<file path="src/rtl/core_pkg.sv">
// Shared core types: instruction/register index types, field positions, decode helper.
// Latency: n/a (types and a pure function only).
// Backpressure: n/a.
package core_pkg;

    typedef logic [15:0] instr_t;
    typedef logic [2:0]  reg_idx_t;

    localparam int DEST_MSB = 10;
    localparam int DEST_LSB = 8;
    localparam int SRC1_MSB = 7;
    localparam int SRC1_LSB = 5;
    localparam int SRC2_MSB = 4;
    localparam int SRC2_LSB = 2;
    localparam int IMM_BIT  = 11;

    // Register-usage view of one instruction.
    typedef struct packed {
        reg_idx_t dest;
        reg_idx_t src1;
        reg_idx_t src2;
        logic     src2_vld;
    } reg_use_t;

    // When the immediate bit is set, bits [4:2] carry immediate data, not a register.
    function automatic reg_use_t decode_regs(input instr_t instr);
        reg_use_t r;
        r.dest     = instr[DEST_MSB:DEST_LSB];
        r.src1     = instr[SRC1_MSB:SRC1_LSB];
        r.src2     = instr[SRC2_MSB:SRC2_LSB];
        r.src2_vld = ~instr[IMM_BIT];
        return r;
    endfunction

endpackage

</file>
<file path="src/rtl/issue_hazard_check.sv">
// Pairing rule: flags WAW/RAW/WAR conflicts between older instr A and younger instr B.
// Latency: purely combinational.
// Backpressure: none; ports are instr_a, instr_b (16b each) in, hazard out.
module issue_hazard_check
    import core_pkg::*;
(
    input  logic [15:0] instr_a,
    input  logic [15:0] instr_b,
    output logic        hazard
);

    reg_use_t a;
    reg_use_t b;

    assign a = decode_regs(instr_a);
    assign b = decode_regs(instr_b);

    assign hazard = (a.dest == b.dest)                   // WAW
                  | (a.dest == b.src1)                   // RAW
                  | ((a.dest == b.src2) & b.src2_vld)    // RAW
                  | (b.dest == a.src1)                   // WAR
                  | ((b.dest == a.src2) & a.src2_vld);   // WAR

    // Opcode and low bits play no part in pairing.
    logic unused_bits;
    assign unused_bits = ^{instr_a[15:12], instr_a[1:0], instr_b[15:12], instr_b[1:0]};

endmodule

</file>
<file path="src/rtl/dual_issue_scheduler.sv">
// Dual-issue scheduler: in-order queue of fetched pairs, issues 2 if independent else 1 to lane 0.
// Latency: pair pushed at edge N is on iss outputs after edge N+1 (empty queue).
// Backpressure: in_ready from registered count; issue_stall freezes issue regs; flush wins over all.
// Ports: clk, rst_n, flush, in_valid/in_instr0/in_instr1/in_ready, issue_stall,
//        iss0_valid/iss0_instr, iss1_valid/iss1_instr, single_issue.
//        Optional DUAL_ISSUE_SCHED_STATS_EN adds stat_dual, stat_single, stat_stall (32b wrapping).
module dual_issue_scheduler
    import core_pkg::*;
#(
    parameter int DEPTH = 6
) (
    input  logic        clk,
    input  logic        rst_n,
    input  logic        flush,
    input  logic        in_valid,
    input  logic [15:0] in_instr0,
    input  logic [15:0] in_instr1,
    output logic        in_ready,
    input  logic        issue_stall,
    output logic        iss0_valid,
    output logic [15:0] iss0_instr,
    output logic        iss1_valid,
    output logic [15:0] iss1_instr,
    output logic        single_issue
`ifdef DUAL_ISSUE_SCHED_STATS_EN
    ,
    output logic [31:0] stat_dual,
    output logic [31:0] stat_single,
    output logic [31:0] stat_stall
`endif
);

    localparam int CW = $clog2(DEPTH + 1);
    localparam int PW = $clog2(DEPTH);
    localparam logic [CW-1:0] DEPTH_C = CW'(DEPTH);
    localparam logic [CW-1:0] ONE_C   = CW'(1);
    localparam logic [CW-1:0] TWO_C   = CW'(2);

    function automatic logic [PW-1:0] ptr_add(input logic [PW-1:0] p, input int n);
        int s;
        s = int'(p) + n;
        if (s >= DEPTH) s = s - DEPTH;
        return PW'(s);
    endfunction

    instr_t          mem [DEPTH];
    logic [PW-1:0]   rd_ptr;
    logic [PW-1:0]   wr_ptr;
    logic [CW-1:0]   count;

    logic            push;
    logic [1:0]      pop_n;
    logic            dual;
    logic            split;
    logic            hazard;
    instr_t          head_instr;
    instr_t          next_instr;

    assign in_ready   = (count <= (DEPTH_C - TWO_C)) && !flush;
    assign push       = in_valid && in_ready;
    assign head_instr = mem[rd_ptr];
    assign next_instr = mem[ptr_add(rd_ptr, 1)];

    issue_hazard_check u_hazard (
        .instr_a (head_instr),
        .instr_b (next_instr),
        .hazard  (hazard)
    );

    // Issue decision from registered occupancy; a stall pops nothing.
    always_comb begin
        pop_n = 2'd0;
        dual  = 1'b0;
        split = 1'b0;
        if (!issue_stall) begin
            if (count >= TWO_C) begin
                if (hazard) begin
                    pop_n = 2'd1;
                    split = 1'b1;
                end else begin
                    pop_n = 2'd2;
                    dual  = 1'b1;
                end
            end else if (count == ONE_C) begin
                pop_n = 2'd1;
            end
        end
    end

    // Storage only; contents are qualified by count, so no reset needed.
    always_ff @(posedge clk) begin
        if (push) begin
            mem[wr_ptr]             <= in_instr0;
            mem[ptr_add(wr_ptr, 1)] <= in_instr1;
        end
    end

    always_ff @(posedge clk or negedge rst_n) begin
        if (!rst_n) begin
            rd_ptr       <= '0;
            wr_ptr       <= '0;
            count        <= '0;
            iss0_valid   <= 1'b0;
            iss0_instr   <= '0;
            iss1_valid   <= 1'b0;
            iss1_instr   <= '0;
            single_issue <= 1'b0;
        end else if (flush) begin
            rd_ptr       <= '0;
            wr_ptr       <= '0;
            count        <= '0;
            iss0_valid   <= 1'b0;
            iss1_valid   <= 1'b0;
            single_issue <= 1'b0;
        end else begin
            if (push) wr_ptr <= ptr_add(wr_ptr, 2);
            rd_ptr <= ptr_add(rd_ptr, int'(pop_n));
            count  <= count + (push ? TWO_C : '0) - CW'(pop_n);
            if (!issue_stall) begin
                iss0_valid   <= (pop_n != 2'd0);
                iss1_valid   <= dual;
                single_issue <= split;
                if (pop_n != 2'd0) iss0_instr <= head_instr;
                if (dual)          iss1_instr <= next_instr;
            end
        end
    end

`ifdef DUAL_ISSUE_SCHED_STATS_EN
    // Event counters survive flush; only reset clears them.
    always_ff @(posedge clk or negedge rst_n) begin
        if (!rst_n) begin
            stat_dual   <= '0;
            stat_single <= '0;
            stat_stall  <= '0;
        end else if (!flush) begin
            if (dual)                         stat_dual   <= stat_dual + 32'd1;
            if (split)                        stat_single <= stat_single + 32'd1;
            if (issue_stall && count != '0)   stat_stall  <= stat_stall + 32'd1;
        end
    end
`endif

endmodule

</file>
<file path="config.mk">
export PLATFORM = sky130hd
export DESIGN_NAME = dual_issue_scheduler
export DESIGN_NICKNAME = d
export VERILOG_FILES = /design/src/rtl/core_pkg.sv /design/src/rtl/issue_hazard_check.sv /design/src/rtl/dual_issue_scheduler.sv
export SDC_FILE = /design/constraint.sdc
export NUM_CORES = 1
export LEC_CHECK = 0
export CAP_MARGIN = 20
export CORE_MARGIN = 2
export CORE_UTILIZATION = 35
export CTS_CLUSTER_DIAMETER = 120
export DETAILED_ROUTE_END_ITERATION = 8
export PLACE_DENSITY = 0.63
export SLEW_MARGIN = 20
export SYNTH_ARGS = -nofsm -noshare
export SYNTH_HDL_FRONTEND = slang
export SYNTH_SLANG_ARGS = --single-unit
export TNS_END_PERCENT = 1
</file>
<file path="constraint.sdc">
create_clock -name clk -period 14.08 [get_ports clk]
set_input_delay 2.816 -clock clk [delete_from_list [all_inputs] [get_ports clk]]
set_output_delay 2.816 -clock clk [all_outputs]
set_load 0.01 [all_outputs]
</file>
---- After elaboration in Yosys (flattened, before gate mapping) ----
Memories as Yosys holds them, arrays and structs flattened.
Cells that the tools add are included.
storage, ports and cells
  RAM bits ................................ 96
  memories ................................ 1
  register bits after elaboration ......... 44
  input port bits ......................... 37
  word-level logic and storage cells ...... 76
  latch bits .............................. 0
  memory bits (read-only) ................. 0
cells by class
  shift operators ......................... 0
  multiply operators ...................... 0
  bitwise logic cells ..................... 10
  reduce and logical (&&, ||, !) cells .... 7
  order comparisons ....................... 6
  div/mod/pow operators ................... 0
  equal/unequal tests ..................... 7
  multiplexer cells ....................... 27
  $add $sub $neg .......................... 10
memories
  name  depth  bits a word  rd ports  clocked after memory_dff  write ports  line                        RTL
  mem   6      16           2         0                         2            dual_issue_scheduler.sv:46  instr_t mem [DEPTH];
operators with widths
  kind                   number
  $mux W3                9
  $ge A4 B3 Y1 const B   4
  $eq A3 B3 Y1           5
  $mux W1                14
  $sub A3 B3 Y3 const B  4
  $add A3 B1 Y4 const B  2
  $mux W2                4
  $reduce_and A3 Y1      2
  $add A3 B2 Y4          1
  $add A3 B2 Y4 const B  1
  $not A1 Y1             4
  $or A1 B1 Y1           4
  $reduce_bool A2 Y1     2
  $add A3 B2 Y3          1
  $eq A3 B1 Y1 const B   1
  $ge A3 B2 Y1 const B   1
  $le A3 B3 Y1 const B   1
  $sub A3 B2 Y3          1
  $and A1 B1 Y1          2
  $logic_and A1 B1 Y1    2
  $ne A2 B2 Y1 const B   1
  $logic_not A1 Y1       1

---- Longest topological paths before layout ----
An unclocked memory read counts as a cell.
  word-level depth ........................ 16
  gate-level depth with buffers ........... 21

---- Cells and area by module ----
A second synthesis with hierarchy kept.
unflattened totals
  cells, all modules ...................... 548
  area total of the unflattened synthesis .. 7,419.6 µm²
by module, submodules not included
  module                cells each  sequential area each (µm²)  times used  area each (µm²)
  dual_issue_scheduler  527         3,958.8                     1           7,239.4
  issue_hazard_check    21          0.0                         1           180.2

---- Worst setup path before layout ----
OpenSTA, ideal clock, no wires.
  path type ............................... input -> output
  from .................................... input flush
  to ...................................... output in_ready
  data required time ...................... 11.264 ns
  path slack .............................. 8.218 ns
  stages on the path ...................... 1
  arrival time ............................ 3.046 ns
  path through ............................ nor2_1
between the ends
  longest elaborated chain between the ends .. 2
RTL lines
  what                 line                        RTL
  from (decl)          dual_issue_scheduler.sv:14  input logic flush,
  $logic_not A1 Y1     dual_issue_scheduler.sv:59  assign in_ready = (count <= (DEPTH_C - TWO_C)) && !flush;
  $logic_and A1 B1 Y1  dual_issue_scheduler.sv:59
  to (decl)            dual_issue_scheduler.sv:18  output logic in_ready,
No other way between the ends.

---- Worst setup path in the final report ----
Ends and elaborated chain as after synthesis.

==> results.md <==
- Diode count: 0
- Largest net degree at the start of global routing: 54
- Hold_buf cts: 0
- Arrival time worst endpoint: 4420 ps
- Via count: 4736
- Total nets after synthesis: between 600 and 700
- Routed WL: 17.0 mm
- Tmin final: 7230 ps
- Cell Area, Placed: between 8000 and 9000 um2
- Post-route DRC: 0
- Top post-synthesis cells by area: edfxtp_1, dfrtp_1, mux2i_1
- Port Buffers: 72
- H-tree levels: 4
- Final Slew Violations: 0
- Initial core utilization: 0.359
- Met1 Resource Use GR: 0.199
- Clock slew at reported path FFs: 60 ps
- Measured slew at the worst slew-check pin: 1110 ps
- Worst vdd ir: 0.0000954 V
- WP data required: 11260 ps
- Yosys reg bits: 139
- Final instance area: around 8900 um2
- Post-synth EDFFs: 96
- Top-area cell type share of the netlist area: 0.395
- # Post-CTS Setup Buffers: 0
- Vias/cell: 5.18
- Slew HR: 0.260
- Top-count cell post-synth: edfxtp_1
- Finished Core Util: 0.436
- CTS root buffer: clkbuf_16
- Post-Route Skew: 8.07 ps
- Die Width: about 150 um
- Dpl ws: 6840 ps
- Status: complete, no violations
- Final setup fails: 0
- DP HPWL: 11.4 mm
- Total track usage: 0.163
- Post-synth ARST share: 0.309
- Area grow syn2layout: 21.6%
- Final Hold Viols: 0
- CTS Sinks: 139
- CTS Buffer Depth: 2
- Worst setup EP type: primary output
- Global routing usage on met3: 0.0417
- GPL Wtd Cong: just over 0.8
- Die H: 148 um
- DIE AREA: 22000 um2
- PwrDens: approximately 210 nW/um2
- Setup ws final: 6850 ps
- Yosys warns: 0
- Worst Path Max Fanout: 13
- TritonCTS clock tree: built
- Fill count: 1789
- Top cells by count, synth: edfxtp_1, nand2_1, mux2i_1
- Post-Syn Area per Cell: around 13 um2
- Clk_lat worst skew: 420 ps
- M2 GR Usage: 0.276
- # IOs: 73
- Total negative slack: 0 ps
- Area leader, netlist: edfxtp_1
- WL/cell: 18.6 um
- Crit path kind: in -> out
- RSZ-0062 raised after global routing: false
- DRT iter0 DRCs: 314
- GRT Max-Usage Layer: met2
- Number of global-route vias before repair: just under 5000
- Global-route wire length before repair: around 27 mm
- CTS buffer count: 17
- Max-cap violations: 0
- Post-CTS sizing: 0
- Leak Pwr: 3.23 nW
- Startpoint Class: primary input
- Fraction of layout cells with a size suffix above 1: 0.182
- Nets: 681
- GRT overflow: 0
- Syn Inst Count: 577
- Synth cell types: between 50 and 60
- Mapped Area: 7300 um2
- Initial antenna violation count: 0
- Core Region: 20400 um2
- Hold WC Path Type: reg -> reg
- Ys flop type: edfxtp_1
- FP Rows: 52
- WHS: approximately 470 ps
- Post-synthesis sequential area ratio: 0.542
- ANT nets after route: 0
- Peak Freq: 138 MHz
- DR pass1 iterations: 5
- Final Cycle Share: 0.514
==> power by group <==
part	total, mW	switching, mW	internal (mW)
sequential	0.567	0.0523	0.515
combinational	0.832	0.445	0.388
clock	0.505	0.169	0.336
total	1.90	0.666	1.24
==> layout by cell type (no fill, tap or decap), types with 7 or more instances in the layout <==
cell	Yosys	layout
dfrtp_1	43	42
mux4_2	21	21
ha_1	11	11
mux2_2	39	39
buf_4	2	7
xnor2_1	12	12
nor2_1	23	22
clkbuf_16	0	18
a31oi_1	11	11
mux2i_1	48	48
inv_1	17	17
clkdlybuf4s50_1	0	71
xor2_1	7	7
a21oi_1	13	13
mux2_4	7	7
o21ai_0	38	38
edfxtp_1	96	96
nand2_1	92	92
==> stage by stage <==
| stage | power, mW | std cells |
|---|---|---|
| after CTS | 1.92 | 913 |
| after global placement | 1.39 | 881 |
| final | 1.90 | 914 |
| after global routing | 2.02 | 914 |
| after detailed placement | 1.41 | 881 |
| after floorplan | 1.16 | 577 |
==> per-layer routing <==
metal | wire length, um | vias up
met2 | 8540 | 148
met5 | 0 | -
li1 | - | 2229
met1 | 7210 | 2334
met4 | 370 | 0
met3 | 905 | 25
==> flip-flops by register name, summed over array words and instances (netlist names) <==
signal,flops
rd_ptr,3
count,3
iss0_valid,1
single_issue,1
iss0_instr,16
iss1_valid,1
wr_ptr,2
iss1_instr,16
mem,96
==> worst paths after layout <==
check,endpoint,slack (ps),cells after the start,start
setup / recovery,in_ready,6850,3,flush
hold / removal,iss0_valid$_DFFE_PN0P_,470,2,iss0_valid$_DFFE_PN0P_
setup reg to reg,rd_ptr[2]$_DFF_PN0_,8790,19,rd_ptr[1]$_DFF_PN0_
hold reg to reg,iss0_valid$_DFFE_PN0P_,470,2,iss0_valid$_DFFE_PN0P_
max in group asynchronous,rd_ptr[0]$_DFF_PN0_,11200,1,rst_n
min in group asynchronous,iss0_instr[12]$_DFFE_PN0P_,2410,1,rst_n
==> logic make-up after synthesis <==
family,after synthesis,synth area share
simple gates,143,0.0836
flops,139,0.542
mux,118,0.216
compound gates,83,0.0718
buf+inv,62,0.0396
xor+xnor,19,0.0228
fa+ha+maj,13,0.0243
==> final cells by class <==
| class | instances | area, um2 | area share |
|---|---|---|---|
| well taps | 270 | 338 | 0.0380 |
| flip-flops and latches | 139 | 3960 | 0.446 |
| inverters | 18 | 67.6 | 0.00761 |
| repair buffers | 79 | 788 | 0.0887 |
| clock buffers | 20 | 447 | 0.0503 |
| clock inverters | 12 | 218 | 0.0245 |
| multi-input cells | 376 | 3060 | 0.345 |
==> critical path: stages <==
cell,delay (ps)
clkdlybuf4s50_1,640
nor2_1,360
clkdlybuf4s50_1,600
(Power assumes the default switching activity.)
